<file path="src/rtl/cnn_weight_pkg.sv">
// cnn_weight_pkg: layer codes, word counts, lane geometry and the
// FSM state encoding shared by the weight read path.
package cnn_weight_pkg;

  localparam logic [3:0] LAYER1 = 4'd1;
  localparam logic [3:0] LAYER2 = 4'd2;
  localparam logic [3:0] LAYER4 = 4'd3;
  localparam logic [3:0] LAYER5 = 4'd4;
  localparam logic [3:0] LAYER7 = 4'd5;

  localparam int L1_WORD_CNT = 72;
  localparam int LX_WORD_CNT = 72;
  localparam int L7_WORD_CNT = 25;
  localparam int L7_OFFSET   = 25;

  localparam int LANE_W   = 16;
  localparam int LANES    = 8;
  localparam int L1_LANES = 3;
  localparam int WORD_W   = LANE_W * LANES;
  localparam int ENTRY_W  = 2 * WORD_W + 1;

  localparam logic [WORD_W-1:0] L1_MASK =
    {{(WORD_W - L1_LANES * LANE_W){1'b0}},
     {(L1_LANES * LANE_W){1'b1}}};

  typedef enum logic [2:0] {
    S_IDLE,
    S_WAIT_STORE,
    S_FETCH,
    S_DRAIN,
    S_DONE
  } state_t;

  function automatic logic layer_ok(input logic [3:0] code);
    return (code >= LAYER1) && (code <= LAYER7);
  endfunction

endpackage

</file>
<file path="src/rtl/weight_out_fifo.sv">
// weight_out_fifo: synchronous buffer between SRAM capture and the
// weight stream; one entry = {data1, data2, last}.
module weight_out_fifo
  import cnn_weight_pkg::*;
#(
  parameter int DEPTH = 2,
  parameter int W     = ENTRY_W
) (
  input  logic                       clk,
  input  logic                       rst,
  input  logic                       push,
  input  logic [W-1:0]               din,
  input  logic                       pop,
  output logic [W-1:0]               dout,
  output logic                       empty,
  output logic [$clog2(DEPTH+1)-1:0] count
);

  localparam int AW = (DEPTH > 1) ? $clog2(DEPTH) : 1;

  logic [W-1:0]  mem [DEPTH];
  logic [AW-1:0] wr_ptr;
  logic [AW-1:0] rd_ptr;

  assign empty = (count == '0);
  assign dout  = empty ? '0 : mem[rd_ptr];

  // storage; stale entries are hidden by the empty mask on the head
  always_ff @(posedge clk) begin
    if (push) mem[wr_ptr] <= din;
  end

  // pointers and occupancy; push with pop keeps count unchanged
  always_ff @(posedge clk) begin
    if (rst) begin
      wr_ptr <= '0;
      rd_ptr <= '0;
      count  <= '0;
    end else begin
      if (push)
        wr_ptr <= (wr_ptr == AW'(DEPTH - 1)) ? '0 : wr_ptr + 1'b1;
      if (pop)
        rd_ptr <= (rd_ptr == AW'(DEPTH - 1)) ? '0 : rd_ptr + 1'b1;
      case ({push, pop})
        2'b10:   count <= count + 1'b1;
        2'b01:   count <= count - 1'b1;
        default: count <= count;
      endcase
    end
  end

endmodule

</file>
<file path="src/rtl/weight_read_sequencer.sv">
// weight_read_sequencer: walks a layer's weight words in SRAM and
// streams them out; WEIGHT_RD_STALL_CNT_EN adds a stall counter.
module weight_read_sequencer
  import cnn_weight_pkg::*;
#(
  parameter int FIFO_DEPTH = 2,
  parameter int L1_WORDS   = L1_WORD_CNT,
  parameter int LX_WORDS   = LX_WORD_CNT,
  parameter int L7_WORDS   = L7_WORD_CNT
) (
  input  logic               clk,
  input  logic               rst,
  input  logic               start,
  input  logic [3:0]         layer_sel,
  input  logic               weight_store_done,
  output logic               read_weight_signal,
  output logic               layer7_read_weight_signal,
  output logic [15:0]        read_weight_addr1,
  output logic [15:0]        read_weight_addr2,
  input  logic [WORD_W-1:0]  read_weight_data1,
  input  logic [WORD_W-1:0]  read_weight_data2,
  output logic               wt_valid,
  input  logic               wt_ready,
  output logic [WORD_W-1:0]  wt_data1,
  output logic [WORD_W-1:0]  wt_data2,
  output logic               wt_last,
  output logic               busy,
  output logic               done,
  output logic [15:0]        stall_cycles
);

  localparam int CW = $clog2(FIFO_DEPTH + 1);

  state_t              state;
  logic [3:0]          layer;
  logic [15:0]         cnt;
  logic [15:0]         last_idx;
  logic [15:0]         addr1_q;
  logic [15:0]         addr2_q;
  logic                inflight;
  logic                inflight_last;
  logic [CW-1:0]       fifo_count;
  logic                fifo_empty;
  logic [ENTRY_W-1:0]  head;
  logic [WORD_W-1:0]   cap1;
  logic [WORD_W-1:0]   cap2;
  logic [31:0]         occ;
  logic                is_l1;
  logic                is_l7;
  logic                start_ok;
  logic                issue;
  logic                pop;

  assign is_l1    = (layer == LAYER1);
  assign is_l7    = (layer == LAYER7);
  assign start_ok = (state == S_IDLE) && start && layer_ok(layer_sel);
  assign last_idx = is_l7 ? 16'(L7_WORDS - 1) :
                    is_l1 ? 16'(L1_WORDS - 1) :
                            16'(LX_WORDS - 1);

  assign wt_valid = !fifo_empty;
  assign pop      = wt_valid && wt_ready;

  // a slot freed by this cycle's pop counts, so ready=1 sustains 1 word/cycle
  assign occ   = 32'(fifo_count) + 32'(inflight) - 32'(pop);
  assign issue = (state == S_FETCH) && (occ < 32'(FIFO_DEPTH));

  assign read_weight_signal        = issue;
  assign layer7_read_weight_signal = issue && is_l7;
  assign read_weight_addr1 = issue ? cnt : addr1_q;
  assign read_weight_addr2 = (issue && is_l7) ? cnt : addr2_q;

  assign cap1 = is_l1 ? (read_weight_data1 & L1_MASK) : read_weight_data1;
  assign cap2 = is_l7 ? read_weight_data2 : '0;

  assign wt_data1 = head[ENTRY_W-1 -: WORD_W];
  assign wt_data2 = head[WORD_W:1];
  assign wt_last  = head[0];

  weight_out_fifo #(
    .DEPTH (FIFO_DEPTH),
    .W     (ENTRY_W)
  ) u_fifo (
    .clk   (clk),
    .rst   (rst),
    .push  (inflight),
    .din   ({cap1, cap2, inflight_last}),
    .pop   (pop),
    .dout  (head),
    .empty (fifo_empty),
    .count (fifo_count)
  );

  // sequencer FSM, read tracking and registered busy/done
  always_ff @(posedge clk) begin
    if (rst) begin
      state         <= S_IDLE;
      layer         <= '0;
      cnt           <= '0;
      addr1_q       <= '0;
      addr2_q       <= '0;
      inflight      <= 1'b0;
      inflight_last <= 1'b0;
      busy          <= 1'b0;
      done          <= 1'b0;
    end else begin
      done          <= 1'b0;
      inflight      <= issue;
      inflight_last <= issue && (cnt == last_idx);
      if (issue) begin
        addr1_q <= cnt;
        if (is_l7) addr2_q <= cnt;
      end
      unique case (state)
        S_IDLE: begin
          if (start_ok) begin
            layer <= layer_sel;
            cnt   <= '0;
            busy  <= 1'b1;
            state <= S_WAIT_STORE;
          end
        end
        S_WAIT_STORE: begin
          if (weight_store_done) state <= S_FETCH;
        end
        S_FETCH: begin
          if (issue) begin
            if (cnt == last_idx) state <= S_DRAIN;
            else cnt <= cnt + 16'd1;
          end
        end
        S_DRAIN: begin
          if (pop && wt_last) begin
            state <= S_DONE;
            busy  <= 1'b0;
            done  <= 1'b1;
          end
        end
        S_DONE: state <= S_IDLE;
        default: state <= S_IDLE;
      endcase
    end
  end

`ifdef WEIGHT_RD_STALL_CNT_EN
  // saturating count of stalled valid cycles during a fetch
  always_ff @(posedge clk) begin
    if (rst || start_ok)
      stall_cycles <= '0;
    else if (busy && wt_valid && !wt_ready && stall_cycles != 16'hFFFF)
      stall_cycles <= stall_cycles + 16'd1;
  end
`else
  assign stall_cycles = '0;
`endif

endmodule

</file>
<file path="config.mk">
export PLATFORM = sky130hd
export DESIGN_NAME = weight_read_sequencer
export DESIGN_NICKNAME = d
export VERILOG_FILES = /design/src/rtl/cnn_weight_pkg.sv /design/src/rtl/weight_out_fifo.sv /design/src/rtl/weight_read_sequencer.sv
export SDC_FILE = /design/constraint.sdc
export NUM_CORES = 1
export LEC_CHECK = 0
export ABC_AREA = 0
export BUFFER_PORTS_ARGS = -buffer_cell sky130_fd_sc_hd__clkbuf_2
export CAP_MARGIN = 20
export CORE_AREA = 2 2 223 225
export DETAILED_ROUTE_END_ITERATION = 10
export DIE_AREA = 0 0 225 227
export PLACE_DENSITY = 0.73
export REMOVE_ABC_BUFFERS = 1
export SLEW_MARGIN = 20
export SYNTH_ARGS = -nofsm -noshare
export SYNTH_HDL_FRONTEND = slang
export SYNTH_SLANG_ARGS = --single-unit
</file>
<file path="constraint.sdc">
create_clock -name clk -period 37.8 [get_ports clk]
set_input_delay 3.78 -clock clk [delete_from_list [all_inputs] [get_ports clk]]
set_output_delay 3.78 -clock clk [all_outputs]
set_load 0.005 [all_outputs]
</file>
# Word-level counts from Yosys, hierarchy flattened
# Memories as Yosys holds them, arrays and structs flattened. A register that Yosys moved wholly into a read port is not among the register bits.
# Cells that the tools add are included.
# word_totals
wordCells	85
out_inout_bits	310
inputBits	265
ram_bits	514
n_memories	1
register_bits	63
# op_classes
eq_ne	14
mux	27
n_lt_le_gt_ge	3
addsub	7
reduce_logical	20
n_bitwise	1
# memory_table
name	depth	width	rd	rd_clocked_by_memory_dff	wr	line	rtl
u_fifo.mem	2	257	1	1	1	weight_out_fifo.sv:21	logic [W-1:0] mem [DEPTH];
# ops
operator	count
257-bit two-way mux	1
128-bit two-way mux	2
16-bit two-way mux	5
32-bit by 2-bit less-than comparator with 1-bit output (second input constant)	1
16-bit case mux with 2 select lines	1
16-bit by 1-bit adder with 16-bit output (second input constant)	1
16-bit by 7-bit equality test with 1-bit output	1
3-bit two-way mux	5
3-bit case mux with 4 select lines	1
2-bit != test (second input constant)	5
1-bit two-way mux	9
1-bit logical AND	8
7-bit two-way mux	1
3-bit by 2-bit equality test with 1-bit output (second input constant)	2
2-bit nonzero test	3
5-bit AND reduction	1
4-bit by 1-bit equality test with 1-bit output (second input constant)	1
4-bit by 3-bit equality test with 1-bit output (second input constant)	1
4-bit by 1-bit greater-or-equal comparator with 1-bit output (second input constant)	1
4-bit by 3-bit <= comparator with 1-bit output (second input constant)	1
2-bit case mux with 2 select lines	1
2-bit AND reduction	2
4-bit AND reduction	1
3-bit by 1-bit subtractor with 4-bit output	1
15 further kinds	16

# Longest topological paths before layout
# Gate-level depths: netlist (run 1).
# logic_depth
ltp_word	8
mapped_depth	13
mapped_depth_nobuf	11

# By module
# From an unflattened synthesis (run 1), not the netlist that was laid out.
# hier_totals
hier_cells	1632
hier_area_um2	23946.7
# by_module_without_submodules
module	area_each_um2	instances	cells_per_inst	seq_area_each_um2
weight_out_fifo	19622.6	1	1106	15534.9
weight_read_sequencer	4324.1	1	526	1181.1

# Least setup slack after synthesis (run 1)
# OpenSTA, ideal clock, no wires.
# synth_timing
kind	reg2reg
start	reg u_fifo.wr_ptr
end	mem u_fifo.mem[0][0] (netlist bit), enable pin
required_ns	36.890
slack_ns	25.237
period_less_slack_ns	12.563
arrival_ns	11.652
setup_ns	0.910
path_stages_with_launch	2
cell_sequence	dfxtp_1 > nor2b_1
# synth_lines
item	line	rtl
from (decl)	weight_out_fifo.sv:22	logic [AW-1:0] wr_ptr;
from (signal assigned)	weight_out_fifo.sv:41	wr_ptr <= (wr_ptr == AW'(DEPTH - 1)) ? '0 : wr_ptr + 1'b1;
to (decl)	weight_out_fifo.sv:21	
# No word-level cell before the write port.

# Worst setup path in the final report (run 1)
# layout_timing
start	in wt_ready
end	out read_weight_addr2[15]
# layout_between
elab_chain_cells	6
# layout_lines
item	line	rtl
from (decl)	weight_read_sequencer.sv:23	input logic wt_ready,
1-bit logical AND	weight_read_sequencer.sv:62	assign pop = wt_valid && wt_ready;
3-bit by 1-bit subtractor with 4-bit output	weight_read_sequencer.sv:65	assign occ = 32'(fifo_count) + 32'(inflight) - 32'(pop);
32-bit by 2-bit less-than comparator with 1-bit output	weight_read_sequencer.sv:66	assign issue = (state == S_FETCH) && (occ < 32'(FIFO_DEPTH));
1-bit logical AND	weight_read_sequencer.sv:66	
1-bit logical AND	weight_read_sequencer.sv:71	assign read_weight_addr2 = (issue && is_l7) ? cnt : addr2_q;
16-bit two-way mux	weight_read_sequencer.sv:71	
to (decl)	weight_read_sequencer.sv:19	output logic [15:0] read_weight_addr2,
# No other way between the ends.

==> run metrics, run 1 <==
outcome completed; cells after synthesis 1651; Routed wire per std cell 19.7 um; Placement Cell Area 0.0268 mm2; Max Cap Viol 0; CTS Hold Bufs 0; GRT Total Usage 20.9%; setup slack after layout 26710 ps; Layout fillers 3860; VDD IR-drop max 0.0354 mV; ys flop type edfxtp_1; Syn. warnings 0; vias in the first global route 14416; sequential power share 54.6%; most frequent cell after synthesis edfxtp_1; Net Sw Power 0.251 mW; H-tree Lvls 2; Post-synth EDFFs 514; fmax 0.0901 GHz; Clk network pwr share 42.1%; design area 0.0287 mm2; CTS root buf clkbuf_16; DRC errors left 0; slowest stage delay, CP 710 ps; sinks on the clock net 578; Distinct cells, synth 47; Rel. slew slack 22.7%; Slew @ Worst Pin 1160 ps; Place WS 26740 ps; sequential fraction of the synthesis area 71.2%; FF+latch count, synth 578; initial antenna violation count 11; CP top delay family simple AND/OR/NAND/NOR gates; Final ANT Viol Nets 0; first-pass iteration count of the detailed router 5; min cycle time layout 11090 ps; crit share post-route 29.3%; WP buf/inv 3; post-synthesis cell area 0.0235 mm2; final net count 2456; routed vias 14736; clk buf depth 3; P_leak 10.5 nW; die area 0.0511 mm2; post-synth top area cell edfxtp_1; Worst-path clk slew 60 ps; clock skew 14.5 ps; multi-input logic area 0.00635 mm2; critical-path cell list clkbuf_2 -> nand2b_1 -> or2_2 -> nand2_1 -> and2_1 -> fa_1 -> or4_4 -> inv_2 -> and2_1 -> mux2_2 -> clkbuf_2; critical path type in -> out; largest net degree at the start of global routing 138; buffer count from post-CTS setup fixing 0; Die Y-Extent 227 um; power per cell area 44.6 mW/mm2; Inserted Clock Buffers 56; share of layout cells above drive strength 1 30.6%; post-cts sizing count 0; core area 0.0485 mm2; Post-synth top cells edfxtp_1, nor2_1, mux2i_1, and2_1, nor2b_1; setup TNS 0 ps; CTS tree done; worst skew pair latency 600 ps; final WL 56300 um; Yosys top cell area share 65.8%; Final setup viols 0; HP Class reg -> reg; Die W 225 um; Starting Density 48.3%; CP Data Required Time 34020 ps; Crit. End Element output port; PortBufs 558; ranking of synthesized cells by area edfxtp_1, mux2i_1, dfxtp_1, and2_1, nor2_1; Area Overhead vs Synth 22.1%; FP Rows 81; Comb power frac 3.3%; Slew Viols, Final 0; first-pass GRT wire length 81800 um; grt ovf 0; Hold Vio Cnt, Final 0; sequential cell area 0.0167 mm2; Avg Vias per Cell 5.15; CP arrival 7310 ps; Async SR Flop Fraction 0%; crit path launch type primary input; Sw Ratio 19.7%; routability cong. 0.843; Slowest cell on crit path and2_1; RSZ-0062 raised after global routing false; maximum fanout along the worst path 25; DP HPWL 36900 um; internal power 1.03 mW; synthesized area per cell 14.2 um2; Iter 0 DRT Violations 894; I/O pin cnt 575
==> routing by layer <==
layer | part of all wire [%] | GRT usage (%) | vias to the layer above | wire (um)
li1 | - | - | 6915 | -
met1 | 38 | 25.1 | 7223 | 21600
met2 | 51 | 36.1 | 487 | 28700
met3 | 7.2 | 5.54 | 109 | 4060
met4 | 3.4 | 7.95 | 2 | 1890
met5 | 0.028 | 0 | - | 16
==> through the flow <==
stage / power [mW] / utilization, % / hold WS [ps] / instances
CTS: 1.29 / 58.8 / 446 / 2848
detailed placement: 0.753 / 55.2 / 431 / 2750
global placement: 0.752 / 55.2 / 408 / 2750
finish: 1.28 / 59.0 / 446 / 2860
floorplan: 0.738 / - / 404 / 1555
global route: 1.32 / 59.0 / 457 / 2859
==> worst paths after layout <==
kind / from / end / slack [ps] / cells past startpoint
worst max-delay path: wt_ready / read_weight_addr2[15] / 26710 / 11
worst min-delay path: inflight_last$_SDFF_PP0_ / u_fifo.mem[0][0]$_DFFE_PP_ / 450 / 0
worst max register to register: u_fifo.count[1]$_SDFFE_PP0P_ / addr2_q[15]$_SDFFE_PP0P_ / 33710 / 10
worst min register to register: inflight_last$_SDFF_PP0_ / u_fifo.mem[0][0]$_DFFE_PP_ / 450 / 0
==> worst register-to-register path, delay by kind of cell (launching register included) <==
kind,cells,cell delay [ps]
DFF,1,460
buffers and inverters,2,510
and+or+nand+nor,6,2140
adders and majority gates,1,450
muxes,1,440
==> sequential cells by signal (all words and copies together), names as in the netlist, 2 cells and up, named ones only <==
register,count
u_fifo.count,2
cnt,16
addr1_q,16
layer,4
u_fifo.mem,514
addr2_q,16
state,3
==> power by group through the flow <==
stage / clock network [mW] / registers (mW) / logic [mW]
after floorplan: 0 / 0.715 / 0.0224
after global placement: 0 / 0.712 / 0.0400
after detailed placement: 0 / 0.712 / 0.0415
after CTS: 0.550 / 0.698 / 0.0419
after global routing: 0.573 / 0.698 / 0.0464
final: 0.539 / 0.698 / 0.0419
==> cell type report <==
| type | count | share of cell area, % |
|---|---|---|
| flip-flops and latches | 578 | 58.3 |
| multi-input cells | 973 | 22.2 |
| repair buffers | 576 | 10.5 |
| clock buffers | 77 | 5.55 |
| well taps | 622 | 2.72 |
| clock inverters | 21 | 0.633 |
| diodes | 9 | 0.0786 |
| inverters | 4 | 0.0524 |
==> cell usage in the layout (no fill, tap or decap), types with 10 or more instances in the layout <==
cell type,n
buf_4,13
and2_1,163
clkbuf_16,57
mux2_2,16
a21oi_1,15
o21ai_0,12
edfxtp_1,514
nand2_1,64
nor2_1,272
conb_1,16
clkbuf_1,11
dfxtp_1,63
nor2b_1,80
clkbuf_2,558
clkinv_1,10
mux2i_1,257
==> logic make-up after synthesis <==
kind of cell / count (synthesis) / synth area share [%]
simple gates: 633 / 13.4
flops: 578 / 71.2
mux: 273 / 11.7
buf+inv: 115 / 2.13
compound gates: 40 / 1.02
xor+xnor: 9 / 0.336
fa+ha+maj: 2 / 0.139
other cells: 1 / 0.0160
Note: power is estimated with default switching activity, not from simulation.
==> inputs of run 2 (changes only) <==
--- a/config.mk
+++ b/config.mk
@@ -8,10 +8,10 @@
 export ABC_AREA = 0
 export BUFFER_PORTS_ARGS = -buffer_cell sky130_fd_sc_hd__clkbuf_2
 export CAP_MARGIN = 20
-export CORE_AREA = 2 2 223 225
+export CORE_MARGIN = 2
+export CORE_UTILIZATION = 48
 export DETAILED_ROUTE_END_ITERATION = 10
-export DIE_AREA = 0 0 225 227
-export PLACE_DENSITY = 0.73
+export PLACE_DENSITY = 0.76
 export REMOVE_ABC_BUFFERS = 1
 export SLEW_MARGIN = 20
 export SYNTH_ARGS = -nofsm -noshare
==> constraint.sdc (replaced) <==
create_clock -name clk -period 8.9 [get_ports clk]
set_input_delay 0.89 -clock clk [delete_from_list [all_inputs] [get_ports clk]]
set_output_delay 0.89 -clock clk [all_outputs]
set_load 0.005 [all_outputs]
==> run metrics, run 2 (synthesized netlist as in run 1, its figures left out) <==
Slew @ Worst Pin 1070 ps; grt ovf 0; Die Y-Extent 225 um; Rel. slew slack 28.7%; vias in the first global route 14623; CTS root buf clkbuf_16; first-pass iteration count of the detailed router 5; FP Rows 81; Hold Vio Cnt, Final 0; sequential cell area 0.0167 mm2; Layout fillers 3856; P_leak 10.5 nW; Starting Density 48.2%; Die W 225 um; Max Cap Viol 0; non-filler cells, final 2851; WHS 440 ps; final net count 2455; final WL 55500 um; maximum fanout along the worst path 25; largest net degree at the start of global routing 155; H-tree Lvls 2; CP Data Required Time 8010 ps; RSZ-0062 raised after global routing false; Iter 0 DRT Violations 975; power per cell area 190 mW/mm2; CTS tree done; buffer count from post-CTS setup fixing 0; fmax 0.186 GHz; DP HPWL 36700 um; Final ANT Viol Nets 0; multi-input logic area 0.00635 mm2; critical path type reg -> out; most frequent cells in the layout clkbuf_2, edfxtp_1, nor2_1; CP arrival 4500 ps; Inserted Clock Buffers 57; Worst-path clk slew 60 ps; die area 0.0507 mm2; Slew Viols, Final 0; Routed wire per std cell 19.5 um; max reg flops 514; share of layout cells above drive strength 1 30.7%; commonest non-fill, non-tap cell in the layout clkbuf_2; sinks on the clock net 578; Power, Total 5.43 mW; clock skew 11.5 ps; min cycle time layout 5390 ps; Avg Vias per Cell 5.16; crit share post-route 60.5%; I/O pin cnt 575; GRT Total Usage 20.7%; Largest Register u_fifo.mem; Final setup viols 0; outcome completed; first-pass GRT wire length 81100 um; VDD IR-drop max 0.143 mV; post-cts sizing count 0; crit path launch type flip-flop; Area Overhead vs Synth 21.7%; setup TNS 0 ps; PortBufs 558; worst skew pair latency 600 ps; Crit. End Element output port; placed insts 2751; clk buf depth 3; core area 0.0486 mm2; initial antenna violation count 3; DRC errors left 0; CTS Hold Bufs 0; routed vias 14721; HP Class reg -> reg; routability cong. 0.843
-- run 2: routing by layer --
metal	share of wire (%)	up-vias	GRT usage [%]
li1	-	6914	-
met1	38	7210	24.4
met2	51	489	36.4
met3	7.7	108	5.68
met4	3.2	0	7.50
met5	0	-	0
-- run 2: power by group --
group          switching (mW)  leakage (nW)  internal (mW)
logic                  0.0973          4.41         0.0808
registers             0.00820          5.17           2.96
clock network           0.981         0.875           1.30
-- run 2: final timing paths --
path	end	slack (ps)	startpoint	cells after the start
setup / recovery	read_weight_addr2[4]	3510	u_fifo.count[1]$_SDFFE_PP0P_	10
hold / removal	u_fifo.mem[0][0]$_DFFE_PP_	440	inflight_last$_SDFF_PP0_	0
setup reg to reg	addr2_q[11]$_SDFFE_PP0P_	4840	u_fifo.count[1]$_SDFFE_PP0P_	10
hold reg to reg	u_fifo.mem[0][0]$_DFFE_PP_	440	inflight_last$_SDFF_PP0_	0
-- run 2: final cells by class --
type                    count  share of cell area, %
diodes                      3                 0.0263
clock buffers              73                   5.53
clock inverters            24                  0.648
inverters                   4                 0.0525
multi-input cells         973                   22.2
flip-flops and latches    578                   58.5
well taps                 622                   2.72
repair buffers            574                   10.3
-- run 2: worst max-delay path, cell delays in order (launching register included) --
cell and delay [ps]:
dfxtp_1 460, inv_1 130, or2_2 330, nand2_1 80, and2_1 180, fa_1 440, or4_4 680, inv_2 360
and2_1 680, mux2_2 430, clkbuf_2 110
-- run 2: metrics by stage --
stage | cell area [um2] | util, % | worst slack (ps)
after global placement | 26800 | 55.1 | 3790
after global routing | 28600 | 58.7 | 3270
after floorplan | 23000 | - | -3660
after detailed placement | 26800 | 55.1 | 3640
after CTS | 28600 | 58.7 | 3490
final | 28600 | 58.7 | 3510
==> inputs of run 3 (changes only) <==
==> constraint.sdc (replaced) <==
create_clock -name clk -period 4.95 [get_ports clk]
set_input_delay 0.495 -clock clk [delete_from_list [all_inputs] [get_ports clk]]
set_output_delay 0.495 -clock clk [all_outputs]
set_load 0.005 [all_outputs]
==> run metrics, run 3 (synthesized netlist as in run 1, its figures left out) <==
outcome completed; critical-path cell list inv_1 -> or2_2 -> nand2_1 -> and2_1 -> fa_1 -> or4_4 -> inv_2 -> and2_1 -> buf_4 -> mux2_2 -> clkbuf_2; Place WS 1100 ps; Placement Cell Area 0.0269 mm2; routability cong. 0.861; CTS tree done; first-pass GRT wire length 82400 um; CP top delay family simple AND/OR/NAND/NOR gates; Avg Vias per Cell 5.15; post-cts sizing count 0; crit path launch type flip-flop; share of layout cells above drive strength 1 31.0%; Layout fillers 3749; H-tree Lvls 2; Rel. slew slack 34.5%; most frequent cells in the layout clkbuf_2, edfxtp_1, nor2_1; sinks on the clock net 578; setup slack after layout 592 ps; core area 0.0486 mm2; Worst Hold Depth 1; WP buf/inv 4; min cycle time layout 4360 ps; final WL 55900 um; PortBufs 558; CP Data Required Time 4450 ps; Die W 225 um; Final ANT Viol Nets 0; CP arrival 3860 ps; Die Y-Extent 225 um; Routed wire per std cell 19.5 um; fmax 0.229 GHz; CTS root buf clkbuf_16; DRC errors left 0; vias in the first global route 14806; R2R cell count 11; power per cell area 342 mW/mm2; P_leak 10.6 nW; grt ovf 0; Hold Vio Cnt, Final 0; Final Util 59.2%; Area Overhead vs Synth 22.7%; VDD IR-drop max 0.368 mV; max reg flops 514; crit share post-route 88.0%; Max Cap Viol 0; slowest stage delay, CP 690 ps; Inserted Clock Buffers 58; clock skew 15.7 ps; I/O pin cnt 575; clk buf depth 3; FP Rows 81; buffer count from post-CTS setup fixing 0; Slowest cell on crit path or4_4; CTS Hold Bufs 0; DP HPWL 36500 um; Final setup viols 0; die area 0.0507 mm2; RSZ-0062 raised after global routing false; first-pass iteration count of the detailed router 5; initial antenna violation count 9; Starting Density 48.2%; largest net degree at the start of global routing 142; number of stages on the worst setup path 11; Largest Register u_fifo.mem; critical path type reg -> out; Slew Viols, Final 0; maximum fanout along the worst path 21; Worst-path clk slew 60 ps; Worst path most repeated cell and2_1; Slew @ Worst Pin 982 ps; Crit. End Element output port; routed vias 14782; Iter 0 DRT Violations 872; commonest non-fill, non-tap cell in the layout clkbuf_2; setup TNS 0 ps; GRT Total Usage 21.0%; HP Class in -> reg; design area 0.0288 mm2; final net count 2461; worst skew pair latency 610 ps
run 3: metal layers:
layer | vias up | global-route usage (%) | routed length (um)
met5 | - | 0 | 24
met4 | 4 | 9.68 | 2160
met3 | 120 | 5.71 | 4420
met2 | 496 | 36.1 | 28300
met1 | 7228 | 24.7 | 21000
li1 | 6934 | - | -
run 3: final cells by class:
class | instances | area [um2] | area share (%)
Inverter | 4 | 15.0 | 0.0521
Antenna cell | 7 | 17.5 | 0.0608
Sequential cell | 578 | 16700 | 58.0
Multi-Input combinational cell | 973 | 6350 | 22.0
Clock buffer | 78 | 1620 | 5.62
Clock inverter | 30 | 221 | 0.769
Timing Repair Buffer | 579 | 3080 | 10.7
Tap cell | 622 | 778 | 2.70
run 3: final timing paths:
check	from	endpoint	slack [ps]
max	u_fifo.count[1]$_SDFFE_PP0P_	read_weight_addr2[8]	590
min	read_weight_data1[1]	u_fifo.mem[1][130]$_DFFE_PP_	70
max reg2reg	u_fifo.count[1]$_SDFFE_PP0P_	cnt[1]$_SDFFE_PP0P_	1260
min reg2reg	inflight_last$_SDFF_PP0_	u_fifo.mem[0][0]$_DFFE_PP_	430
run 3: worst reg2reg max path, stage by stage (launching register included):
cell	delay, ps
dfxtp_1	440
inv_1	120
or2_2	330
nand2_1	90
and2_1	170
fa_1	450
or4_4	690
inv_2	110
buf_4	270
nor2_1	210
or4_1	580
a21oi_1	160
run 3: power breakdown:
| group | internal [mW] | switching (mW) |
|---|---|---|
| logic | 0.147 | 0.176 |
| registers | 5.32 | 0.0143 |
| clock network | 2.40 | 1.81 |
| total | 7.86 | 2.00 |
run 3: metrics by stage:
stage / hold WS, ps / instances / total power, mW
global route: 46.4 / 2869 / 10.2
finish: 72.2 / 2871 / 9.87
detailed placement: 416 / 2755 / 5.76
global placement: 409 / 2755 / 5.75
CTS: 23.4 / 2863 / 9.95
floorplan: 404 / 1555 / 5.63
